===== config.mk =====
export PLATFORM = sky130hd
export DESIGN_NAME = cdp1802_dma_sequencer
export DESIGN_NICKNAME = d
export VERILOG_FILES = /design/src/rtl/cdp1802_dma_sequencer_pkg.sv /design/src/rtl/cdp1802_dma_sequencer_timer.sv /design/src/rtl/cdp1802_dma_sequencer.sv
export SDC_FILE = /design/constraint.sdc
export NUM_CORES = 1
export LEC_CHECK = 0
export CORE_MARGIN = 10
export CORE_UTILIZATION = 37
export DETAILED_ROUTE_END_ITERATION = 10
export PLACE_DENSITY = 0.72
export RECOVER_POWER = 100
export SLEW_MARGIN = 40
export SYNTH_ARGS = -nofsm -noshare
export SYNTH_HDL_FRONTEND = slang
export SYNTH_HIERARCHICAL = 1
export SYNTH_SLANG_ARGS = --single-unit
export TNS_END_PERCENT = 5

===== constraint.sdc =====
create_clock -name clk -period 3.13 [get_ports clk]
set_input_delay 0.4695 -clock clk [delete_from_list [all_inputs] [get_ports clk]]
set_output_delay 0.4695 -clock clk [all_outputs]
set_load 0.05 [all_outputs]

===== src/rtl/cdp1802_dma_sequencer_pkg.sv =====
// Shared definitions for the CDP1802 DMA/interrupt sequencer.
//   sc_e            : 1802 state-code encodings driven on SC[1:0]
//   *_DEFAULT       : default machine-cycle geometry
//   next_sc()       : cycle-end arbitration between fetch/execute, DMA-out and interrupt
package cdp1802_dma_sequencer_pkg;

  typedef enum logic [1:0] {
    SC_FETCH = 2'b00,
    SC_EXEC  = 2'b01,
    SC_DMA   = 2'b10,
    SC_INT   = 2'b11
  } sc_e;

  localparam int unsigned CYCLE_LEN_DEFAULT = 8;
  localparam int unsigned TPA_SLOT_DEFAULT  = 1;
  localparam int unsigned TPB_SLOT_DEFAULT  = 6;

  // A fetch is always followed by its execute, so requests are ignored out of S0.
  // DMA beats interrupt; an interrupt cycle cannot chain into another interrupt cycle.
  function automatic sc_e next_sc(input sc_e cur, input logic dma_req, input logic irq);
    sc_e nxt;
    nxt = SC_FETCH;
    if (cur == SC_FETCH) begin
      nxt = SC_EXEC;
    end else if (dma_req) begin
      nxt = SC_DMA;
    end else if (irq && (cur != SC_INT)) begin
      nxt = SC_INT;
    end
    return nxt;
  endfunction

endpackage


===== src/rtl/cdp1802_dma_sequencer_timer.sv =====
// machine_cycle_timer: 1802 machine-cycle slot counter.
//   clk, reset    : clock, synchronous active-high reset
//   ce            : 1802 clock enable; the counter advances only on ce
//   slot          : current slot 0..CYCLE_LEN-1
//   tpa, tpb      : registered, high for the whole TPA_SLOT / TPB_SLOT slot
//   cycle_end     : ce in the last slot of the machine cycle
module machine_cycle_timer
  import cdp1802_dma_sequencer_pkg::*;
#(
  parameter int unsigned CYCLE_LEN = CYCLE_LEN_DEFAULT,
  parameter int unsigned TPA_SLOT  = TPA_SLOT_DEFAULT,
  parameter int unsigned TPB_SLOT  = TPB_SLOT_DEFAULT,
  parameter int unsigned SLOT_W    = (CYCLE_LEN > 1) ? $clog2(CYCLE_LEN) : 1
) (
  input  logic              clk,
  input  logic              reset,
  input  logic              ce,
  output logic [SLOT_W-1:0] slot,
  output logic              tpa,
  output logic              tpb,
  output logic              cycle_end
);

  localparam logic [SLOT_W-1:0] LastSlot = SLOT_W'(CYCLE_LEN - 1);

  logic [SLOT_W-1:0] slot_next;

  assign slot_next = (slot == LastSlot) ? '0 : slot + SLOT_W'(1);
  assign cycle_end = ce & (slot == LastSlot);

  // tpa/tpb are decoded from the slot being entered so they line up with slot itself.
  always_ff @(posedge clk) begin
    if (reset) begin
      slot <= '0;
      tpa  <= 1'b0;
      tpb  <= 1'b0;
    end else if (ce) begin
      slot <= slot_next;
      tpa  <= (slot_next == SLOT_W'(TPA_SLOT));
      tpb  <= (slot_next == SLOT_W'(TPB_SLOT));
    end
  end

endmodule


===== src/rtl/cdp1802_dma_sequencer.sv =====
// CPU-side responder to the CDP1861: machine-cycle timing plus arbitration between
// fetch/execute, DMA-out and interrupt cycles, and the R0 DMA pointer.
//   clk, reset          : clock, synchronous active-high reset
//   ce                  : one pulse per 1802 clock
//   dma_out_req, int_req: DMAO / INT levels from the 1861; ie from the core
//   r0_wr, r0_din, r0_q : core load of R0 and current R0
//   mem_rd, mem_addr    : RAM read strobe/address (address is R0 in DMA cycles, else 0)
//   mem_q               : RAM data, valid one clk after mem_rd
//   dma_data            : byte presented to the 1861 DataIn
//   sc, tpa, tpb        : state code and timing pulses
//   cpu_ce              : core advance pulse (S0/S1 cycle end only)
//   int_ack, dma_ack    : interrupt cycle taken / DMA byte delivered
module cdp1802_dma_sequencer
  import cdp1802_dma_sequencer_pkg::*;
#(
  parameter int unsigned CYCLE_LEN = CYCLE_LEN_DEFAULT,
  parameter int unsigned TPA_SLOT  = TPA_SLOT_DEFAULT,
  parameter int unsigned TPB_SLOT  = TPB_SLOT_DEFAULT,
  parameter int unsigned AW        = 16
) (
  input  logic          clk,
  input  logic          reset,
  input  logic          ce,
  input  logic          dma_out_req,
  input  logic          int_req,
  input  logic          ie,
  input  logic          r0_wr,
  input  logic [AW-1:0] r0_din,
  output logic [AW-1:0] r0_q,
  output logic          mem_rd,
  output logic [AW-1:0] mem_addr,
  input  logic [7:0]    mem_q,
  output logic [7:0]    dma_data,
  output logic [1:0]    sc,
  output logic          tpa,
  output logic          tpb,
  output logic          cpu_ce,
  output logic          int_ack,
  output logic          dma_ack
);

  localparam int unsigned SLOT_W = (CYCLE_LEN > 1) ? $clog2(CYCLE_LEN) : 1;

  logic [SLOT_W-1:0] slot;
  logic              cycle_end;
  sc_e               sc_q;
  logic              rd_pend_q;
  logic              in_dma;

  machine_cycle_timer #(
    .CYCLE_LEN (CYCLE_LEN),
    .TPA_SLOT  (TPA_SLOT),
    .TPB_SLOT  (TPB_SLOT),
    .SLOT_W    (SLOT_W)
  ) u_timer (
    .clk       (clk),
    .reset     (reset),
    .ce        (ce),
    .slot      (slot),
    .tpa       (tpa),
    .tpb       (tpb),
    .cycle_end (cycle_end)
  );

  assign in_dma = (sc_q == SC_DMA);

  always_ff @(posedge clk) begin
    if (reset) begin
      sc_q      <= SC_FETCH;
      r0_q      <= '0;
      dma_data  <= 8'h00;
      rd_pend_q <= 1'b0;
    end else begin
      rd_pend_q <= mem_rd;
      if (rd_pend_q) begin
        dma_data <= mem_q;
      end
      if (cycle_end) begin
        sc_q <= next_sc(sc_q, dma_out_req, int_req & ie);
      end
      // A core load overrides the DMA post-increment in the same clk.
      if (r0_wr) begin
        r0_q <= r0_din;
      end else if (cycle_end && in_dma) begin
        r0_q <= r0_q + AW'(1);
      end
    end
  end

  // Strobes are coincident with the ce that causes them; gated so reset forces them low.
  assign sc       = sc_q;
  assign mem_addr = in_dma ? r0_q : '0;
  assign mem_rd   = ~reset & ce & in_dma & (slot == '0);
  assign dma_ack  = ~reset & ce & in_dma & (slot == SLOT_W'(TPB_SLOT));
  assign cpu_ce   = ~reset & cycle_end & ((sc_q == SC_FETCH) | (sc_q == SC_EXEC));
  assign int_ack  = ~reset & cycle_end & (sc_q == SC_INT);

endmodule


==> metrics.txt <==
status finished clean; Max Fclk 364 MHz; Antenna Nets Post-Route 0; Async SR Flop Fraction 0%; Fin Setup TNS 0 ns; DRT Pass-1 Iters 4; critical path, cell by cell ha_1, ha_1, and2_0, nor3b_1, clkbuf_1; Syn Nets 242; post-route insts no fill 352; Sink Count 32; Port-buffer cells 78; total number of vias 1703; H-tree depth 2; Post-CTS Setup Repair Bufs 0; synthesis-to-finish area growth 44.4%; final setup vio count 0; met1 wire length 2320 µm; gp weighted congestion 0.751; worst skew pair latency 0.28 ns; PostCTS Resize Cnt 0; Synth area leaders dfxtp_1 (36%), mux2i_1 (6.7%), and2_1 (5.5%); Worst EP arrival 2.28 ns; Crit Path Category flip-flop to primary output; Crit Path Max Fanout 8; Worst-path clk slew 0.07 ns; fin crit share 87.7%; Die ar. 8070 µm²; Worst setup SP type flip-flop; worst stage delay on the critical path 0.50 ns; Chip Height 89.8 µm; actual slew at the worst max-slew pin 0.616 ns; antenna cell count 0; maxcap violations 0; most frequent cells in the layout dfxtp_1 (32), dlygate4sd3_1 (30), clkdlybuf4s50_1 (28); die width 89.8 µm; Hold Violations, Final 0; GRT overflow 0; dpl cells 345; DRC violations left 0; #FFs+latches synth 32; Hold Path Class flip-flop to flip-flop; Cell Area, Placed 2610 µm²; VDD IR max 0.218 mV; TritonCTS Buffers 5; sequential cell area fraction in the yosys report 35.5%; Reg2Reg Depth 7; Avg Vias per Cell 4.84; vias in the first global route 1750; slowest CP cell clkbuf_1; Rows 25; Nets 319; Tmin final 2.74 ns; Worst path most repeated cell ha_1; CTS tree yes; Crit. End Element primary output; EDFF count, synth 0; starting density of the core 38.2%; static leakage 1.11 nW; # IOs 79; Worst Hold Depth 2; RSZ-0062 raised after global routing false; max-slew violations 0; final core occ 55.2%; post-synth top area cell dfxtp_1; WP data required 2.66 ns; Clock Skews 0.00792 ns; commonest non-fill, non-tap cell in the layout dfxtp_1; Met3 Wirelength 433 µm; GR Util All Layers 12.0%; Mapped Cells 208; share of layout cells above drive strength 1 8.77%; Wirelength per Cell 14.4 µm; area of the core 4720 µm²; largest net degree at the start of global routing 38; Yosys warnings 6; synth unique cells 46; Detailed Place HPWL 3760 µm; antenna violations before repair 0; DR WL met2 2270 µm; Mapped Area 1800 µm²; post-synth top area share 35.5%; ys flop type dfxtp_1; power per cell area 355 nW/µm²; Total Wirelength 5070 µm; clk buf depth 2; Rel. slew slack 59.1%; Synth Area per Inst 8.67 µm²; top routing layer in use met4; drt initial violations 103; first-pass GRT wire length 8340 µm; hold buffers post-CTS 0; Design Area, Final 2610 µm²; root buffer cell clkbuf_8
==> cell usage after synthesis, types with 2 or more instances <==
cell       n
a21oi_1   14
a31oi_1    2
and2_1    16
buf_2      2
buf_6      2
clkbuf_1   5
dfxtp_1   32
ha_1       3
inv_1     16
mux2i_1   12
nand2_1    7
nand2b_1   4
nand3_1    7
nand4_1    2
nand4b_1   2
nor2_1    16
nor2b_1    3
nor3_1    10
nor3b_1    2
nor4_1     6
o21a_1     8
o21ai_0    2
o31a_1     3
or3_1      2
xnor2_1    4
xor2_1     6
==> worst paths after layout <==
kind | start | endpoint | slack [ns]
hold reg to reg | u_timer/tpb | u_timer/tpb | 0.47
hold / removal | u_timer/tpb | u_timer/tpb | 0.47
setup reg to reg | u_timer/slot[0] | r0_q[12] | 0.64
setup / recovery | u_timer/slot[0] | cpu_ce | 0.39
==> registers in the layout, summed over array words and instances, names as in the netlist <==
name,cells
rd_pend_q,1
u_timer/tpa,1
dma_data,8
sc,2
r0_q,16
u_timer/tpb,1
u_timer/slot,3
==> area by class of cell <==
cell class / instances / area (µm²)
Clock buffer: 6 / 72.6
Timing Repair Buffer: 82 / 732
Sequential cell: 32 / 641
Tap cell: 67 / 83.8
Inverter: 16 / 60.1
Clock inverter: 1 / 5.00
Fill cell: 453 / 2120
Multi-Input combinational cell: 148 / 1010
==> power breakdown <==
part	switching (W)	internal [W]
sequential	0.0000247	0.000425
combinational	0.0000991	0.0000807
clock	0.000145	0.000151
total	0.000268	0.000656
==> critical path: cells and delay by family, from the launching register on <==
kind | cells | cell delay [ns]
adder cells (fa/ha/maj) | 2 | 0.41
flip-flops | 1 | 0.44
buffers and inverters | 1 | 0.50
AND/OR/NAND/NOR | 2 | 0.65
==> stage by stage <==
stage	power, W	setup slack [ns]	hold slack, ns
final	0.000925	0.385	0.470
after global routing	0.000969	0.253	0.512
after CTS	0.000944	0.609	0.477
after detailed placement	0.000647	0.655	0.468
after global placement	0.000645	0.762	0.467
after floorplan	0.000565	0.265	0.468
==> metal layers <==
metal	vias up	GRT usage (%)
met5	-	0
met4	0	2.83
met3	5	6.07
met2	55	19.6
met1	765	13.7
li1	878	-
==> logic make-up after synthesis <==
group | share of synthesized area [%]
AOI/OAI and AO/OA | 14.3
xor gates and xnor gates | 4.85
adders and majority gates | 2.08
buffers and inverters | 8.04
DFF | 35.5
muxes | 7.28
and+or+nand+nor | 27.9
(Power assumes the default switching activity.)
